`config.mk`:
```
export PLATFORM = sky130hd
export DESIGN_NAME = regfile_mp
export DESIGN_NICKNAME = d
export VERILOG_FILES = /design/src/rtl/regfile_pkg.sv /design/src/rtl/regfile_mp_reg_n.sv /design/src/rtl/regfile_mp.sv
export SDC_FILE = /design/constraint.sdc
export NUM_CORES = 1
export LEC_CHECK = 0
export BUFFER_PORTS_ARGS = -buffer_cell sky130_fd_sc_hd__clkbuf_2
export CELL_PAD_IN_SITES_DETAIL_PLACEMENT = 0
export CELL_PAD_IN_SITES_GLOBAL_PLACEMENT = 1
export CORE_ASPECT_RATIO = 0.7
export CORE_MARGIN = 3
export CORE_UTILIZATION = 34
export DETAILED_ROUTE_END_ITERATION = 7
export HOLD_SLACK_MARGIN = 0.1
export PLACE_DENSITY = 0.64
export SLEW_MARGIN = 20
export SYNTH_ARGS = -nofsm -noshare
export SYNTH_HDL_FRONTEND = slang
export SYNTH_SLANG_ARGS = --single-unit
```
`constraint.sdc`:
```
create_clock -name Clk -period 1.95 [get_ports Clk]
set_clock_uncertainty 0.15 [all_clocks]
set_input_delay 0 -clock Clk [delete_from_list [all_inputs] [get_ports Clk]]
set_output_delay 0 -clock Clk [all_outputs]
set_load 0.005 [all_outputs]
```
`src/rtl/regfile_pkg.sv`:
```
// Shared definitions for the multi-port register file: default geometry and
// the clear-sequencer state type.
package regfile_pkg;

  localparam int DEF_WIDTH = 16;
  localparam int DEF_DEPTH = 8;
  localparam int DEF_NRD   = 2;

  typedef enum logic [1:0] {
    IDLE  = 2'd0,
    CLEAR = 2'd1,
    DONE  = 2'd2
  } state_e;

endpackage

```
`src/rtl/regfile_mp_reg_n.sv`:
```
// Single WIDTH-bit storage register with synchronous active-low reset and load enable.
module reg_n
  import regfile_pkg::*;
#(
  parameter int WIDTH = DEF_WIDTH
) (
  input  logic             Clk,
  input  logic             Reset,
  input  logic             Load,
  input  logic [WIDTH-1:0] D_in,
  output logic [WIDTH-1:0] R_out
);

  logic [WIDTH-1:0] r_q;

  always_ff @(posedge Clk) begin
    if (!Reset) begin
      r_q <= '0;
    end else if (Load) begin
      r_q <= D_in;
    end
  end

  assign R_out = r_q;

endmodule

```
`src/rtl/regfile_mp.sv`:
```
// Multi-read-port register file with optional write forwarding and a
// sequential clear engine that zeroes one register per cycle.
module regfile_mp
  import regfile_pkg::*;
#(
  parameter int WIDTH  = DEF_WIDTH,
  parameter int DEPTH  = DEF_DEPTH,
  parameter int NRD    = DEF_NRD,
  parameter int BYPASS = 1,
  localparam int AW    = $clog2(DEPTH)
) (
  input  logic                      Clk,
  input  logic                      Reset,
  input  logic                      Load,
  input  logic [AW-1:0]             DR,
  input  logic [WIDTH-1:0]          D_in,
  input  logic                      Clear,
  input  logic [NRD-1:0][AW-1:0]    SR,
  output logic [NRD-1:0][WIDTH-1:0] SR_Out,
  output logic [DEPTH-1:0]          Valid,
  output logic                      Busy,
  output logic                      Done
);

  state_e           state_q, state_d;
  logic [AW-1:0]    idx_q, idx_d;
  logic [DEPTH-1:0] valid_q, valid_d;
  logic             busy;
  logic             wr_en;
  logic [WIDTH-1:0] reg_din;
  logic [DEPTH-1:0] hit_w, hit_c, reg_ld;
  logic [WIDTH-1:0] r_q [DEPTH];

  assign busy    = (state_q == CLEAR);
  assign wr_en   = Load & ~busy;
  // The shared register input carries zero while clearing; only the indexed register loads it.
  assign reg_din = busy ? '0 : D_in;

  generate
    for (genvar i = 0; i < DEPTH; i++) begin : g_reg
      assign hit_w[i]   = wr_en && (DR == AW'(i));
      assign hit_c[i]   = busy && (idx_q == AW'(i));
      assign reg_ld[i]  = hit_w[i] | hit_c[i];
      assign valid_d[i] = hit_c[i] ? 1'b0 : (hit_w[i] ? 1'b1 : valid_q[i]);

      reg_n #(.WIDTH(WIDTH)) u_reg (
        .Clk   (Clk),
        .Reset (Reset),
        .Load  (reg_ld[i]),
        .D_in  (reg_din),
        .R_out (r_q[i])
      );
    end
  endgenerate

  generate
    for (genvar p = 0; p < NRD; p++) begin : g_rd
      logic [WIDTH-1:0] rd_raw;
      logic             fwd;
      assign rd_raw    = r_q[SR[p]];
      assign fwd       = (BYPASS != 0) && wr_en && (SR[p] == DR);
      assign SR_Out[p] = fwd ? D_in : rd_raw;
    end
  endgenerate

  always_comb begin
    state_d = state_q;
    idx_d   = idx_q;
    unique case (state_q)
      IDLE: begin
        if (Clear) begin
          state_d = CLEAR;
          idx_d   = '0;
        end
      end
      CLEAR: begin
        if (idx_q == AW'(DEPTH - 1)) begin
          state_d = DONE;
        end else begin
          idx_d = idx_q + 1'b1;
        end
      end
      DONE:    state_d = IDLE;
      default: state_d = IDLE;
    endcase
  end

  always_ff @(posedge Clk) begin
    if (!Reset) begin
      state_q <= IDLE;
      idx_q   <= '0;
      valid_q <= '0;
    end else begin
      state_q <= state_d;
      idx_q   <= idx_d;
      valid_q <= valid_d;
    end
  end

  assign Valid = valid_q;
  assign Busy  = busy;
  assign Done  = (state_q == DONE);

endmodule

```
==> summary.txt, run 1 <==
Crit path cell chain = nand2b_4, nand2_4, nor4_4, buf_4, clkbuf_16, mux2_4, clkbuf_2
Fmax = 468 MHz
WHS = 0.136 ns
Vias in the first global route = 6861
Synth-to-Final Area Change = 25.6%
Grt met3 use = 5.85%
Clock root cell = clkbuf_16
Netlist cell types = 41
Dpl hpwl = 18700 um
Util after Layout = 44.5%
CTS Buffer Depth = 2
Register area = 2870 um2
Die height = 136 um
Power per cell area = 698 nW/um2
Clock slew at reported path FFs = 0.06 ns
Final period util = 110%
Top-area cell type share of the netlist area = 34.3%
Via Count = 7178
Post-synth EDFFs = 0
Final wirelength = 29500 um
Violated checks = setup timing
Multi-input logic area = 5110 um2
M1 GR Usage = 35.4%
Initial antenna violation count = 0
Warnings from Yosys = 0
Hold path start = DR[0]
CTS tree = yes
Main area contributors after synthesis = dfxtp_1 34%, mux4_2 18%, mux2_2 9.9%
Critical path data required time = 1.80 ns
RSZ-0062 raised after global routing = yes
Post-synth top flop = dfxtp_1
Die ar. = 26100 um2
Post-synthesis sequential area ratio = 34.3%
Post-synth ARST share = 0%
Drt pass-1 iters = 7
Die X = 192 um
Hold WC Path Type = in -> reg
Post-route setup slack = -0.187 ns
Fill count = 2200
WP data arrival = 1.99 ns
DRC Markers = 0
Drt wl/cell = 23.7 um
Share of cells above drive strength 1 = 40.5%
Cell Area, Synth = 8220 um2
Core footprint = 23200 um2
Max Cap Viol = 0
Slowest CP cell = dfxtp_2
Min Tclk post-route = 2.14 ns
Worst setup SP type = flop
Number of antenna diodes = 0
Setup violators final = 35
Status = finished, violations left
Port bufs = 70
Setup crit end kind = output port
Max FO, Critical Path = 7
Leak = 4.12 nW
Total Routing Usage GR = 22.9%
Syn_nets = 876
Post-DRT Antenna Nets = 0
CP delay by family, top = buffers and inverters
Post-synth top area cell = dfxtp_1
Pre-CTS setup slack = 0.0384 ns
Congestion Overflow GR = 0
Avg Vias per Cell = 5.76
Relative slew slack = 71.5%
Mean area per synthesized cell = 9.77 um2
H-Tree Depth = 4
Final Hold Viols = 0
Synthesized flop and latch total = 141
GR Util met2 = 31.6%
Net count, final = 958
GPL Wtd Cong = 0.798
Std cell rows = 46
Max VDD drop = 0.643 mV
Reg2reg start = state_q[1]$_SDFFE_PN0P_
Largest net degree at the start of global routing = 50
Slew @ Worst Pin = 0.427 ns
Critical path buffers and inverters = 3
Grt peak-use layer = met1
Critical Path Max Stage Delay = 0.32 ns
Final slew viol count = 0
Top-Level Pins = 71
Path type of the worst setup path = reg -> out
Clk sinks = 141
DRT iter0 DRCs = 668
Setup crit start = state_q[1]$_SDFFE_PN0P_
Cts bufs inserted = 17
Clk_lat worst skew = 0.43 ns
Starting Density = 35.4%
First-pass GRT wire length = 44500 um
Syn Inst Count = 841
[Yosys cell counts (2+ instances only)]
library cell,number
xor2_1,6
nor4_4,2
buf_1,5
a21oi_1,85
nor3_1,2
nand3_1,132
nand2_1,59
nand2b_1,2
o211a_1,5
and2_1,16
inv_1,6
and3_1,17
nor3b_1,2
clkbuf_1,64
dfxtp_1,141
nor2_2,9
buf_2,23
o21a_1,16
nand3b_1,18
nor2_1,44
mux4_2,64
inv_2,2
ha_1,6
buf_6,3
or4_1,2
mux2_4,9
mux2i_1,16
mux2_2,72
[per-stage QoR]
step | std cells | area [um2] | TNS, ns | power, mW
finish | 1247 | 10300 | -3.99 | 7.21
global route | 1247 | 10300 | -6.88 | 7.45
CTS | 1243 | 10200 | -4.74 | 7.22
detailed placement | 1190 | 9230 | 0 | 3.89
global placement | 1190 | 9230 | 0 | 3.89
floorplan | 841 | 8220 | 0 | 3.57
[sequential cells by signal, summed over array words and instances, names as in the netlist]
name and flops:
Valid 8, g.u_reg.R_out 128, idx_q 3, state_q 2
[layout by cell type (no fill, tap or decap), types with 2 or more instances in the layout]
| cell | count |
|---|---|
| o21a_1 | 16 |
| nand2b_1 | 2 |
| mux2_4 | 47 |
| nor3b_1 | 2 |
| buf_12 | 16 |
| o211a_1 | 5 |
| or4b_4 | 2 |
| mux2_2 | 34 |
| bufinv_16 | 2 |
| clkinv_2 | 3 |
| clkinv_4 | 2 |
| mux2i_1 | 16 |
| and3_1 | 17 |
| a21oi_1 | 85 |
| clkinvlp_4 | 5 |
| nor4_4 | 3 |
| buf_6 | 5 |
| inv_6 | 2 |
| xor2_1 | 6 |
| dlygate4sd3_1 | 19 |
| nand2_1 | 58 |
| dfxtp_1 | 102 |
| inv_1 | 6 |
| dfxtp_2 | 39 |
| buf_4 | 49 |
| nand3_1 | 132 |
| clkbuf_16 | 19 |
| nor2_1 | 44 |
| nand3b_1 | 18 |
| ha_1 | 6 |
| mux4_2 | 64 |
| and2_1 | 16 |
| nor2_2 | 9 |
| clkbuf_2 | 68 |
[layout make-up]
cell class,count,share of cell area [%]
repair buffers,160,13.0
well taps,312,3.78
multi-input cells,595,49.5
clock inverters,13,1.38
clock buffers,18,4.25
flip-flops and latches,141,27.8
inverters,8,0.327
[power breakdown]
part	switching, mW	total (mW)	internal (mW)
logic	0.542	0.957	0.414
registers	0.0415	2.98	2.93
clock network	1.36	3.27	1.91
total	1.94	7.21	5.26
[metal layers]
metal / share of wire [%] / vias up / wire, um
li1: - / 3217 / -
met1: 50 / 3625 / 14700
met2: 41 / 316 / 12100
met3: 8.5 / 20 / 2510
met4: 0.80 / 0 / 236
met5: 0 / - / 0
[path summary, 6_finish.rpt]
check / slack [ns] / end / depth (start not counted)
worst max-delay path: -0.19 / SR_Out[2] / 7
worst min-delay path: 0.14 / Valid[2]$_SDFFE_PP0P_ / 4
worst max register to register: -0.01 / g_reg[6].u_reg.R_out[5]$_SDFFE_PN0P_ / 7
worst min register to register: 0.29 / Valid[7]$_SDFFE_PP0P_ / 2
[what timing repair did]
item / 4_1_cts / 5_1_grt
buffers inserted: 2 / 4
cloned: 1 / 1
pin swaps: 4 / 1
endpoints found under the setup margin: 32 / 83
hold buffers: 19 / 0
endpoints found under the hold margin: 140 / 0
gates resized for setup: 45 / 47
[cell families after synthesis]
family	Yosys count	share of synthesized area (%)
and+or+nand+nor	315	20.2
muxes	161	31.0
DFF	141	34.3
AOI/OAI and AO/OA	107	7.34
buffers and inverters	105	5.60
xor gates and xnor gates	6	0.639
adders and majority gates	6	0.913
[worst reg2reg max path, cell delays in order, from the launching register on]
cell      delay, ns
dfxtp_2        0.32
nand2b_4       0.13
buf_4          0.14
inv_4          0.06
or4b_4         0.52
buf_12         0.19
mux2_4         0.32
nor2_2         0.08
(Power assumes the default switching activity.)
==> run 2: changes to the inputs <==
--- a/config.mk
+++ b/config.mk
@@ -12,8 +12,9 @@
 export CORE_MARGIN = 3
 export CORE_UTILIZATION = 34
 export DETAILED_ROUTE_END_ITERATION = 7
+export GPL_ROUTABILITY_DRIVEN = 1
 export HOLD_SLACK_MARGIN = 0.1
-export PLACE_DENSITY = 0.64
+export PLACE_DENSITY = 0.61
 export SLEW_MARGIN = 20
 export SYNTH_ARGS = -nofsm -noshare
 export SYNTH_HDL_FRONTEND = slang
==> constraint.sdc (replaced) <==
create_clock -name Clk -period 2.51 [get_ports Clk]
set_clock_uncertainty 0.15 [all_clocks]
set_input_delay 0 -clock Clk [delete_from_list [all_inputs] [get_ports Clk]]
set_output_delay 0 -clock Clk [all_outputs]
set_load 0.005 [all_outputs]
==> summary.txt, run 2 (same netlist as run 1, synthesis figures left out) <==
Drt wl/cell = 24.4 um
Starting Density = 35.4%
Avg Vias per Cell = 5.78
Final wirelength = 29900 um
Fin Setup TNS = 0 ns
Commonest non-fill, non-tap cell in the layout = dfxtp_1
Power share of the clock group = 47.1%
Hold WC Path Type = in -> reg
Most frequent cells in the layout = 141 x dfxtp_1, 132 x nand3_1, 85 x a21oi_1
Die height = 136 um
First-pass GRT wire length = 44000 um
Logic gate share of total power = 12.0%
Congestion Overflow GR = 0
CTS Buffer Depth = 2
Setup violators final = 0
Post-DRT Antenna Nets = 0
Net count, final = 937
Setup crit end kind = output port
WP data arrival = 2.26 ns
Pre-CTS setup slack = 0.337 ns
Largest net degree at the start of global routing = 65
Synth-to-Final Area Change = 19.5%
Hold Crit Depth = 6
Power per cell area = 574 nW/um2
Fill count = 2282
Max reg flops = 128
Path type of the worst setup path = reg -> out
DP Area = 8930 um2
Cts bufs inserted = 17
Core footprint = 23200 um2
H-Tree Depth = 4
Register area = 2820 um2
DRC Markers = 0
Post-route setup slack = 0.0998 ns
Std cell rows = 46
Max FO, Critical Path = 7
Drt pass-1 iters = 6
Flop pwr share = 41.0%
Switching power = 1.46 mW
Status = finished, final reports clean
Worst setup SP type = flop
Critical path data required time = 2.36 ns
Port bufs = 70
Total power draw = 5.64 mW
Multi-input logic area = 4960 um2
Final Hold Viols = 0
Clock root cell = clkbuf_16
Relative slew slack = 48.7%
Leak = 3.88 nW
Die ar. = 26100 um2
Initial antenna violation count = 0
WHS = 0.137 ns
Min Tclk post-route = 2.41 ns
RSZ-0062 raised after global routing = no
Number of antenna diodes = 0
Clk sinks = 141
Post-route cell area = 9830 um2
Clock slew at reported path FFs = 0.06 ns
Slew @ Worst Pin = 0.770 ns
Share of cells above drive strength 1 = 34.2%
Via Count = 7087
Max Cap Viol = 0
Final slew viol count = 0
Die X = 192 um
Fmax = 415 MHz
R2R cell count = 8
CTS tree = yes
GPL Wtd Cong = 0.787
Total Routing Usage GR = 22.9%
Dpl hpwl = 18100 um
Final period util = 96.0%
DRT iter0 DRCs = 835
Max VDD drop = 0.490 mV
Top-Level Pins = 71
Clk_lat worst skew = 0.42 ns
Switching portion of total power = 25.9%
Internal power = 4.18 mW
Vias in the first global route = 6754
run 2: cell count changes in the layout (fill, tap and decap cells not counted), moves of 2 or more:
cell           delta
mux2_2           +38
buf_6             -2
clkbuf_2          +2
dfxtp_2          -39
buf_12           -11
buf_4            -12
dfxtp_1          +39
mux2_4           -38
dlygate4sd3_1     +3
inv_6             -2
clkbuf_8          +2
run 2: power by group through the flow:
stage / registers [mW] / clock network (mW) / logic, mW
final: 2.31 / 2.65 / 0.674
after detailed placement: 2.36 / 0 / 0.634
after global routing: 2.32 / 2.79 / 0.720
after global placement: 2.36 / 0 / 0.633
after CTS: 2.31 / 2.70 / 0.659
after floorplan: 2.35 / 0 / 0.423
run 2: final timing paths:
| check | startpoint | to | slack, ns |
|---|---|---|---|
| setup / recovery | state_q[1]$_SDFFE_PN0P_ | SR_Out[5] | 0.1 |
| hold / removal | Load | g_reg[3].u_reg.R_out[3]$_SDFFE_PN0P_ | 0.14 |
| setup reg to reg | state_q[1]$_SDFFE_PN0P_ | g_reg[3].u_reg.R_out[7]$_SDFFE_PN0P_ | 0.19 |
| hold reg to reg | Valid[2]$_SDFFE_PP0P_ | Valid[2]$_SDFFE_PP0P_ | 0.32 |
run 2: layout make-up:
cell class	instances	share of cell area [%]
clock buffer	21	4.79
tap	312	3.97
sequential	141	28.7
clock inverter	10	1.41
timing repair buffer	139	10.3
multi-input combinational	595	50.5
inverter	8	0.318
run 2: per-layer routing:
layer	share of wire, %	GRT usage [%]	vias up
li1	-	-	3174
met3	7.6	4.38	28
met1	50	36.1	3565
met4	1.1	4.73	0
met2	41	31.9	320
met5	0	0	-
run 2: metrics by stage:
step	util (%)	instances
2_1_floorplan	-	841
3_3_place_gp	38.5	1169
3_5_place_dp	38.5	1169
4_1_cts	42.1	1222
5_1_grt	42.4	1226
6_report	42.4	1226
run 2: worst max-delay path, cell delays in order, from the launching register on:
cell	delay, ns
dfxtp_1	0.43
nand2b_4	0.19
nand2_1	0.15
nor4_4	0.17
buf_4	0.19
clkbuf_4	0.23
mux2_2	0.35
clkbuf_2	0.11
run 2: timing repair:
item                       4_1_cts  5_1_grt
buffers inserted                 0        2
setup endpoints to repair       11       14
resized for setup                0        9
hold endpoints to repair       140        0
pin swaps                        1        2
hold buffers                    22        0
cloned                           0        2
==> run 3: changes to the inputs <==
--- a/config.mk
+++ b/config.mk
@@ -6,15 +6,15 @@
 export NUM_CORES = 1
 export LEC_CHECK = 0
 export BUFFER_PORTS_ARGS = -buffer_cell sky130_fd_sc_hd__clkbuf_2
-export CELL_PAD_IN_SITES_DETAIL_PLACEMENT = 0
-export CELL_PAD_IN_SITES_GLOBAL_PLACEMENT = 1
+export CELL_PAD_IN_SITES_DETAIL_PLACEMENT = 1
+export CELL_PAD_IN_SITES_GLOBAL_PLACEMENT = 2
 export CORE_ASPECT_RATIO = 0.7
 export CORE_MARGIN = 3
-export CORE_UTILIZATION = 34
+export CORE_UTILIZATION = 23
 export DETAILED_ROUTE_END_ITERATION = 7
 export GPL_ROUTABILITY_DRIVEN = 1
 export HOLD_SLACK_MARGIN = 0.1
-export PLACE_DENSITY = 0.61
+export PLACE_DENSITY = 0.52
 export SLEW_MARGIN = 20
 export SYNTH_ARGS = -nofsm -noshare
 export SYNTH_HDL_FRONTEND = slang
==> summary.txt, run 3 (same netlist as run 1, synthesis figures left out) <==
Hold WC Path Type = in -> reg
Drt pass-1 iters = 7
CTS Buffer Depth = 2
Clock slew at reported path FFs = 0.06 ns
Via Count = 6998
Leak = 3.85 nW
Largest net degree at the start of global routing = 49
Clk sinks = 141
Setup crit end kind = output port
Post-DRT Antenna Nets = 0
Top-Level Pins = 71
Clock root cell = clkbuf_16
First-pass GRT wire length = 50700 um
Max VDD drop = 0.435 mV
Core footprint = 34900 um2
Slew @ Worst Pin = 0.949 ns
H-Tree Depth = 4
Status = finished, final reports clean
DP Area = 9170 um2
DRC Markers = 0
Worst setup path end = SR_Out[14]
DRT iter0 DRCs = 418
Reg2reg start = state_q[0]$_SDFFE_PN0P_
Share of cells above drive strength 1 = 34.0%
Port bufs = 70
R2R cell count = 7
Commonest non-fill, non-tap cell in the layout = dfxtp_1
Setup crit start = state_q[0]$_SDFFE_PN0P_
WHS = 0.165 ns
Clk_lat worst skew = 0.43 ns
RSZ-0062 raised after global routing = no
Max Cap Viol = 0
Power per cell area = 564 nW/um2
Final Hold Viols = 0
Max FO, Critical Path = 10
Worst R2R Setup Slack = 0.19 ns
Critical path data required time = 2.36 ns
Vias in the first global route = 7099
Final wirelength = 34500 um
Die X = 232 um
Max reg flops = 128
R2r endpoint = g_reg[3].u_reg.R_out[11]$_SDFFE_PN0P_
Avg Vias per Cell = 5.08
Initial antenna violation count = 0
Util after Layout = 28.5%
Die height = 164 um
Post-CTS Setup Bufs = 0
GPL Wtd Cong = 0.698
CTS tree = yes
Final period util = 95.8%
Most frequent cells in the layout = 141 x dfxtp_1, 132 x nand3_1, 85 x a21oi_1
Congestion Overflow GR = 0
Fmax = 416 MHz
Setup violators final = 0
Path type of the worst setup path = reg -> out
Relative slew slack = 36.7%
Synth-to-Final Area Change = 21.1%
WP data arrival = 2.25 ns
Total Routing Usage GR = 18.5%
Starting Density = 23.5%
Fin Setup TNS = 0 ns
Net count, final = 926
Post-route cell area = 9960 um2
Std cell rows = 57
Drt wl/cell = 25.0 um
Worst setup SP type = flop
Final slew viol count = 0
Dpl hpwl = 21200 um
Die ar. = 38100 um2
Min Tclk post-route = 2.40 ns
Cts bufs inserted = 17
[run 3: changes by cell type in the layout (fill, tap and decap cells not counted), moves of 2 or more]
cell / delta
clkinv_4: +4
dlygate4sd3_1: -3
inv_6: +2
buf_4: -10
buf_12: +5
clkbuf_8: -3
[run 3: worst min path at each step]
stage | start | endpoint | slack, ns | cells past startpoint
final | DR[2] | g_reg[4].u_reg.R_out[10]$_SDFFE_PN0P_ | 0.16 | 4
after global placement | D_in[1] | g_reg[3].u_reg.R_out[1]$_SDFFE_PN0P_ | 0.23 | 3
after global routing | DR[2] | g_reg[4].u_reg.R_out[10]$_SDFFE_PN0P_ | 0.19 | 4
after floorplan | Valid[2]$_SDFFE_PP0P_ | Valid[2] | 0.14 | 0
after detailed placement | D_in[1] | g_reg[3].u_reg.R_out[1]$_SDFFE_PN0P_ | 0.23 | 3
after CTS | DR[2] | g_reg[4].u_reg.R_out[10]$_SDFFE_PN0P_ | 0.13 | 4
[run 3: area by class of cell]
cell class / count / area (um2)
antenna: 1 / 2.50
clock inverter: 15 / 165
inverter: 8 / 32.5
sequential: 141 / 2820
fill: 3981 / 25000
tap: 472 / 591
multi-input combinational: 595 / 4950
clock buffer: 17 / 425
timing repair buffer: 128 / 966
[run 3: layer usage]
layer	wire length, um	track usage, %	vias to the layer above
li1	-	-	3162
met1	18200	28.1	3673
met2	14700	27.3	148
met3	1430	3.40	15
met4	224	3.01	0
met5	0	0	-
[run 3: power by group]
| part | internal (mW) | switching, mW | leakage, nW | total [mW] |
|---|---|---|---|---|
| logic | 0.264 | 0.425 | 2.43 | 0.690 |
| clock network | 1.48 | 1.13 | 0.282 | 2.61 |
| registers | 2.28 | 0.0343 | 1.14 | 2.31 |
[run 3: repair_timing]
| item | in CTS | in global routing |
|---|---|---|
| hold buffers | 19 | 0 |
| hold endpoints to repair | 140 | 0 |
| resized for setup | 0 | 2 |
| setup endpoints to repair | 0 | 12 |
[run 3: critical path: stages, from the launching register on]
cell and delay, ns:
dfxtp_1 0.38, nand2b_4 0.14, nand2_1 0.15, nor4_4 0.35
buf_6 0.26, mux2_2 0.40, clkbuf_2 0.13
[run 3: through the flow]
stage | total power, mW | cells | setup slack, ns
2_1_floorplan | 2.77 | 841 | 0.552
3_3_place_gp | 3.03 | 1325 | 0.349
3_5_place_dp | 3.03 | 1325 | 0.315
4_1_cts | 5.71 | 1376 | 0.00207
5_1_grt | 5.85 | 1376 | 0.00930
6_report | 5.61 | 1377 | 0.106
